File: src/rtl/instruction_fetch_unit.sv
// instruction_fetch_unit: IF stage of the 5-stage MIPS32 pipeline.
// Owns the PC and issues word reads over a read/ready handshake. It drives the IF side of the
// IF/ID register and keeps the branch delay slot intact across memory wait states.
// Optional feature macro: FETCH_SKID_BUFFER_EN. When it is defined, a one-entry buffer catches
// data that returns while ID is stalled, so that data is not fetched a second time.
module instruction_fetch_unit #(
    parameter logic [31:0] RESET_VECTOR = 32'hBFC0_0000
) (
    input  logic        clock,
    input  logic        reset,
    input  logic        id_stall,
    input  logic        id_pc_src,
    input  logic [31:0] id_branch_target,
    input  logic        ex_redirect,
    input  logic [31:0] ex_target,
    output logic        imem_read,
    output logic [31:0] imem_address,
    input  logic        imem_ready,
    input  logic [31:0] imem_data,
    output logic [31:0] if_instruction,
    output logic [31:0] if_pc_add_4,
    output logic [31:0] if_pc_usable,
    output logic        if_stall,
    output logic        if_flush,
    output logic        if_bra_delay
);

    typedef enum logic [1:0] {StFetch = 2'd0, StDrain = 2'd1, StBuffer = 2'd2} state_e;

    state_e      state_q, state_d;
    logic [31:0] pc_q, pc_d;
    logic [31:0] pending_target_q, pending_target_d;
    logic        pending_valid_q, pending_valid_d;
    logic [31:0] drain_addr_q, drain_addr_d;
`ifdef FETCH_SKID_BUFFER_EN
    logic [31:0] buf_instr_q, buf_instr_d;
    logic [31:0] buf_pc_q, buf_pc_d;
    logic        buf_valid_q, buf_valid_d;
`else
    logic        outstanding_q, outstanding_d;
`endif

    logic [31:0] branch_pc;
    logic [31:0] redirect_pc;
    logic        deliver;
    logic [31:0] deliver_instr;
    logic [31:0] deliver_pc;
    logic        mem_done;

    // Low address bits of redirect targets are ignored.
    assign branch_pc   = id_branch_target & 32'hFFFF_FFFC;
    assign redirect_pc = ex_target & 32'hFFFF_FFFC;

    // Next-state and output decode; everything is forced idle while reset is high.
    always_comb begin
        state_d          = state_q;
        pc_d             = pc_q;
        pending_target_d = pending_target_q;
        pending_valid_d  = pending_valid_q;
        drain_addr_d     = drain_addr_q;
`ifdef FETCH_SKID_BUFFER_EN
        buf_instr_d      = buf_instr_q;
        buf_pc_d         = buf_pc_q;
        buf_valid_d      = buf_valid_q;
`else
        outstanding_d    = 1'b0;
`endif
        deliver          = 1'b0;
        deliver_instr    = 32'h0;
        deliver_pc       = pc_q;
        mem_done         = 1'b0;
        imem_read        = 1'b0;
        imem_address     = pc_q;
        if_instruction   = 32'h0;
        if_pc_add_4      = 32'h0;
        if_pc_usable     = 32'h0;
        if_stall         = 1'b1;
        if_flush         = 1'b0;
        if_bra_delay     = 1'b0;

        if (!reset) begin
            if_flush = ex_redirect;
            // A taken branch whose delay slot is not delivered now is remembered;
            // delivery below overrides this.
            if (id_pc_src && !ex_redirect) begin
                pending_target_d = branch_pc;
                pending_valid_d  = 1'b1;
            end

            unique case (state_q)
                StFetch: begin
`ifdef FETCH_SKID_BUFFER_EN
                    imem_read = 1'b1;
`else
                    imem_read = !id_stall || outstanding_q;
`endif
                    mem_done = imem_read && imem_ready;
                    if (ex_redirect) begin
                        pc_d            = redirect_pc;
                        pending_valid_d = 1'b0;
                        // Request still in flight: wait it out without presenting it.
                        if (imem_read && !imem_ready) begin
                            state_d      = StDrain;
                            drain_addr_d = pc_q;
                        end
                    end else if (mem_done && !id_stall) begin
                        deliver       = 1'b1;
                        deliver_instr = imem_data;
`ifdef FETCH_SKID_BUFFER_EN
                    end else if (mem_done) begin
                        buf_instr_d = imem_data;
                        buf_pc_d    = pc_q;
                        buf_valid_d = 1'b1;
                        state_d     = StBuffer;
`endif
                    end
`ifndef FETCH_SKID_BUFFER_EN
                    // Data returning under stall is dropped; pc holds so it is re-read later.
                    outstanding_d = imem_read && !imem_ready && !ex_redirect;
`endif
                end
                StDrain: begin
                    // Keep showing the abandoned address until memory finishes with it.
                    imem_address = drain_addr_q;
                    if (ex_redirect) begin
                        pc_d            = redirect_pc;
                        pending_valid_d = 1'b0;
                    end
                    if (imem_ready) begin
                        state_d = StFetch;
                    end
                end
`ifdef FETCH_SKID_BUFFER_EN
                StBuffer: begin
                    if (ex_redirect) begin
                        pc_d            = redirect_pc;
                        pending_valid_d = 1'b0;
                        buf_valid_d     = 1'b0;
                        state_d         = StFetch;
                    end else if (!id_stall && buf_valid_q) begin
                        deliver       = 1'b1;
                        deliver_instr = buf_instr_q;
                        deliver_pc    = buf_pc_q;
                        buf_valid_d   = 1'b0;
                        state_d       = StFetch;
                    end
                end
`endif
                default: state_d = StFetch;
            endcase

            if (deliver) begin
                if_stall        = 1'b0;
                if_instruction  = deliver_instr;
                if_pc_usable    = deliver_pc;
                if_pc_add_4     = deliver_pc + 32'd4;
                pending_valid_d = 1'b0;
                if (pending_valid_q) begin
                    pc_d = pending_target_q;
                end else if (id_pc_src) begin
                    pc_d = branch_pc;
                end else begin
                    pc_d = deliver_pc + 32'd4;
                end
            end
            if_bra_delay = (pending_valid_q || id_pc_src) && !deliver;
        end
    end

    // State registers with synchronous reset.
    always_ff @(posedge clock) begin
        if (reset) begin
            state_q          <= StFetch;
            pc_q             <= RESET_VECTOR;
            pending_target_q <= 32'h0;
            pending_valid_q  <= 1'b0;
            drain_addr_q     <= 32'h0;
`ifdef FETCH_SKID_BUFFER_EN
            buf_instr_q      <= 32'h0;
            buf_pc_q         <= 32'h0;
            buf_valid_q      <= 1'b0;
`else
            outstanding_q    <= 1'b0;
`endif
        end else begin
            state_q          <= state_d;
            pc_q             <= pc_d;
            pending_target_q <= pending_target_d;
            pending_valid_q  <= pending_valid_d;
            drain_addr_q     <= drain_addr_d;
`ifdef FETCH_SKID_BUFFER_EN
            buf_instr_q      <= buf_instr_d;
            buf_pc_q         <= buf_pc_d;
            buf_valid_q      <= buf_valid_d;
`else
            outstanding_q    <= outstanding_d;
`endif
        end
    end

endmodule

File: config.mk
export PLATFORM = sky130hd
export DESIGN_NAME = instruction_fetch_unit
export DESIGN_NICKNAME = d
export VERILOG_FILES = /design/src/rtl/instruction_fetch_unit.sv
export SDC_FILE = /design/constraint.sdc
export NUM_CORES = 1
export LEC_CHECK = 0
export CORE_MARGIN = 2
export CORE_UTILIZATION = 48
export DETAILED_ROUTE_END_ITERATION = 12
export PLACE_DENSITY = 0.95
export SETUP_SLACK_MARGIN = 0.5
export SYNTH_ARGS = -nofsm -noshare
export SYNTH_HDL_FRONTEND = slang
export SYNTH_SLANG_ARGS = --single-unit
File: constraint.sdc
create_clock -name clock -period 4.6 [get_ports clock]
set_input_delay 0.46 -clock clock [delete_from_list [all_inputs] [get_ports clock]]
set_output_delay 0.46 -clock clock [all_outputs]
set_load 0.01 [all_outputs]
**After elaboration in Yosys (flattened, before gate mapping)**

Cells that the tools add are included.

- Register bits: 98
- Latch bits: 0
- RAM bits: 0
- Memory bits (read-only): 0
- Input port bits: 102
- Output and inout port bits: 132
- Logic and storage cells: 66
- Memories kept: 0

- Add/subtract/negate cells: 1
- $mul: 0
- Div/mod/pow operators: 0
- Magnitude comparators: 0
- Equality and inequality tests: 4
- Shift-type cells: 0
- Mux-type cells: 33
- Bitwise gates (word level): 1
- Reduce and logical (&&, ||, !) cells: 21

Operator list:

| kind | number |
|---|---|
| $mux W32 | 16 |
| $add A32 B3 Y32 const B | 1 |
| $mux W1 | 13 |
| $logic_and A1 B1 Y1 | 6 |
| $mux W2 | 3 |
| $ne A2 B2 Y1 const B | 3 |
| $reduce_and A3 Y1 | 2 |
| $reduce_or A2 Y1 | 3 |
| $logic_not A1 Y1 | 4 |
| $pmux W2 S2 | 1 |
| $reduce_bool A2 Y1 | 2 |
| $eq A2 B1 Y1 const B | 1 |
| $logic_not A2 Y1 | 1 |
| $logic_or A1 B1 Y1 | 2 |
| $reduce_and A2 Y1 | 1 |
| $not A1 Y1 | 1 |

**Logic depth before layout (Yosys ltp)**

- Word-level depth: 11
- Mapped depth: 8
- Gate-level depth less buffers: 7

**Worst setup path before layout**

Ideal clock, no wire load.

- Kind: flip-flop to output port
- Start: register pc_q[3] (netlist: deliver_pc[3])
- End: output port if_pc_add_4[24]
- Arrival: 2.128 ns
- Data required time: 4.140 ns
- Slack: 2.012 ns
- Stages on the path, launching flop included: 8
- Buffers on the path: 1
- Path through: dfxtp_1 > ha_1 > nand3_4 > or4_4 > buf_6 > or3_4 > xor2_1 > nor2_1

- Cells in the longest elaborated chain, start to end: 3

RTL lines:

| what | RTL line | text |
|---|---|---|
| start: declaration | 31 | `logic [31:0] pc_q, pc_d;` |
| start signal: assignment | 187 | `pc_q <= pc_d;` |
| $add A32 B3 Y32 | 156 | `if_pc_add_4 = deliver_pc + 32'd4;` |
| $mux W32 | 152 | `if (deliver) begin` |
| $mux W32 | 81 | `if (!reset) begin` |
| end: declaration | 21 | `output logic [31:0] if_pc_add_4,` |

No other way between the ends.

**Worst setup path after layout**

- Start: register pc_q[2] (netlist: deliver_pc[2])
- End: output port if_pc_add_4[28]

The elaborated chain is that of the path after synthesis.

==> reports/qor.yml <==
clocking:
  cts-root-buf: "clkbuf_16"
  clkTransAtPathRegs_ps: 60
  tritoncts: "yes"
  htree_levels: 3
  clk_latency_ps: 340
  cts_resized: 0
  cts_hold_buf: 0
  clock_sinks: 93
  post_cts_buffers: 0
  cts_made_buffers: 9
  cts_buffer_depth: 2
drt:
  drc_errors: 0
  ant_nets: 0
  wl_per_cell_um: 18.1
  wl_met1_mm: 7.92
  drt_iter0_markers: 822
  avgViaCountPerCell: 5.83
  routed_wl_mm: 20.5
  wl_met2_mm: 9.72
  vias: 6612
  met3_length_mm: 2.07
  drt_first_pass_iters: 5
  top_layer: "met4"
power_and_ir_drop:
  p_sw_uw: 590
  power.share.sequential: 0.451
  peakVddDrop_mv: 0.136
  pwr_density_cell_mw_per_mm2: 247
  p_leak_nw: 3.12
  p_total_mw: 2.04
  p_int_mw: 1.45
  p_comb_frac: 0.221
  clockPowerShare: 0.328
  sw_frac_of_total: 0.290
final_layout:
  synthToLayoutAreaGrowth_pct: 41.1
  nNetsFinal: 1084
  fill_cells: 938
  drive_gt1_frac: 0.0720
synth:
  synthCells: 822
  synth_edf_count: 0
  synthArstFlopShare: 0
  synth_warnings: 0
  synthFlopType: "dfxtp_1"
  yosysMostFrequentCell: "nand2_1"
  syn-cell-area_mm2: 0.00585
  synth_cell_type_count: 62
  synth_seq_cells: 93
  synth_xor_area_frac: 0.0374
  synth.avg_cell_area_um2: 7.12
  synth_area_leader_cell: "dfxtp_1"
  synth_top_area_share: 0.318
  yosys.area_share.simple: 0.313
  synthAdderAreaFrac: 0.00214
  synth_compound_area_frac: 0.189
  netlist_top_cells_area: "dfxtp_1, nand2_1, a21oi_1"
  synth_top_family_by_area: "simple AND/OR/NAND/NOR gates"
  synthMuxAreaShare: 0.0652
  synth_common_cells: "nand2_1, dfxtp_1, a21oi_1"
  yosysSeqAreaShare: 0.318
setup_path:
  crit_type: "register to output pin"
  arrival_ps: 3360
  endpoint_kind: "output pin"
  crit_cells: 7
  required_ps: 4140
  cp_slowest_cell: "or4_4"
  startpoint_type: "register"
  r2r_start: "deliver_pc[2]$_SDFFE_PP0P_"
  cpPeakStageDelay_ps: 640
  worstPathCellList: "ha_1, nand3_4, or4_4, nor4_1, xor2_1, and2_1, clkdlybuf4s50_1"
  reg2reg_depth: 6
  cp_top_family: "simple AND/OR/NAND/NOR gates"
  crit_fanout: 10
  r2r_end: "deliver_pc[28]$_SDFFE_PP1P_"
  critPathBufInv: 1
  reg2reg_slack_ps: 1970
place:
  finalWeightedCongestion: 0.944
  post-dp-hpwl_mm: 14.9
  portBuffers: 223
timing:
  setup_tns_ps: 0
  finalHoldViolations: 0
  rsz0062_at_grt: "no"
  skew_ps: 4.56
  setup_viol: 0
  fmax_mhz: 262
  period_share: 0.831
  maxSlewHeadroom: 0.307
  slew_viol_final: 0
  period_needed_ps: 3820
  worst_slew_pin_slew_ps: 1040
floorplanning:
  die-area_mm2: 0.0131
  rows: 40
  fp.coreArea_mm2: 0.0120
  initial_core_util: 0.489
  fp.dieW_um: 114
  ios: 234
  die_y_um: 114
hold_path:
  whs_endpoint: "drain_addr_q[18]$_SDFFE_PP0P_"
  whs_path_depth: 2
  min-delay-start: "drain_addr_q[18]$_SDFFE_PP0P_"
  hold_path.class: "register to register"
global_routing:
  antenna_found_initial: 1
  grt_pass1_wl_mm: 31.4
  grt_pass1_vias: 6059
  groute.usage.overall: 0.306
  grt_max_degree: 92
  overflow: 0
run:
  drv_cap: 0
outcome:
  status: "finished clean"
[metrics by stage]
stage	cells	util	hold slack, ps	setup slack, ps	cell area, um^2
detailed placement	1117	0.669	441	1100	8000
floorplan	827	-	431	2010	5870
global placement	1117	0.669	437	1110	8000
CTS	1133	0.690	450	808	8250
finish	1134	0.690	451	776	8250
global route	1133	0.690	468	714	8250
[registers in the layout, indices dropped and copies added (netlist names)]
register          count
drain_addr_q         30
outstanding_q         1
pending_target_q     30
deliver_pc           30
state_q               1
pending_valid_q       1
[worst register-to-register path: stages (launching register included)]
cell,delay [ps]
dfxtp_1,520
ha_1,300
nand3_4,140
or4_4,640
nor4_1,470
xor2_1,150
a311o_1,290
[cells by family after synthesis]
family,after synthesis
simple gates,382
compound gates,181
buf+inv,105
flops,93
mux,34
xor+xnor,25
fa+ha+maj,1
other cells,1
[placed cells by master (no fill, tap or decap), types with 4 or more instances in the layout]
cell type / netlist / final
clkdlybuf4s50_1: 0 / 221
nand2_1: 161 / 161
dfxtp_1: 93 / 92
a21oi_1: 91 / 91
nor2_1: 66 / 64
and3_1: 63 / 63
mux2_2: 33 / 33
o21ai_0: 27 / 27
nor3_1: 20 / 20
xnor2_1: 19 / 19
inv_1: 12 / 12
nand3_1: 12 / 12
buf_4: 7 / 12
nand2b_1: 11 / 11
a211oi_1: 10 / 10
clkbuf_16: 0 / 9
nor4_1: 8 / 8
and2_1: 7 / 7
o22ai_1: 7 / 7
nand4_1: 6 / 6
xor2_1: 6 / 6
nor2b_1: 6 / 6
conb_1: 1 / 6
o211ai_1: 5 / 5
clkbuf_1: 69 / 5
a31oi_1: 4 / 4
o311a_1: 4 / 4
a21o_1: 4 / 4
[power by group through the flow]
stage | clock [mW] | combinational (mW) | sequential, mW
after floorplan | 0 | 0.263 | 0.887
after global placement | 0 | 0.435 | 0.929
after detailed placement | 0 | 0.442 | 0.933
after CTS | 0.672 | 0.445 | 0.915
after global routing | 0.708 | 0.484 | 0.925
final | 0.669 | 0.451 | 0.919
[area by class of cell]
cell class	count	area (um^2)	share of cell area
multi-input combinational	629	3590	0.435
sequential	93	1860	0.226
clock buffer	14	244	0.0296
clock inverter	2	10.0	0.00121
antenna	1	2.50	0.000303
inverter	13	48.8	0.00591
tap	147	184	0.0223
timing repair buffer	235	2310	0.280
[routing by layer]
layer / track usage / up-vias
li1: - / 3147
met1: 0.384 / 2976
met2: 0.508 / 415
met3: 0.0572 / 74
met4: 0.141 / 0
met5: 0 / -
[worst max-delay path by stage]
stage | start | endpoint | slack, ps
after floorplan | deliver_pc[3]$_SDFFE_PP0P_ | if_pc_add_4[24] | 2010
after global placement | imem_ready | if_pc_add_4[2] | 1110
after detailed placement | imem_ready | if_pc_add_4[2] | 1100
after CTS | deliver_pc[2]$_SDFFE_PP0P_ | if_pc_add_4[28] | 810
after global routing | deliver_pc[2]$_SDFFE_PP0P_ | if_pc_add_4[28] | 710
final | deliver_pc[2]$_SDFFE_PP0P_ | if_pc_add_4[28] | 780
(Power assumes the default switching activity.)
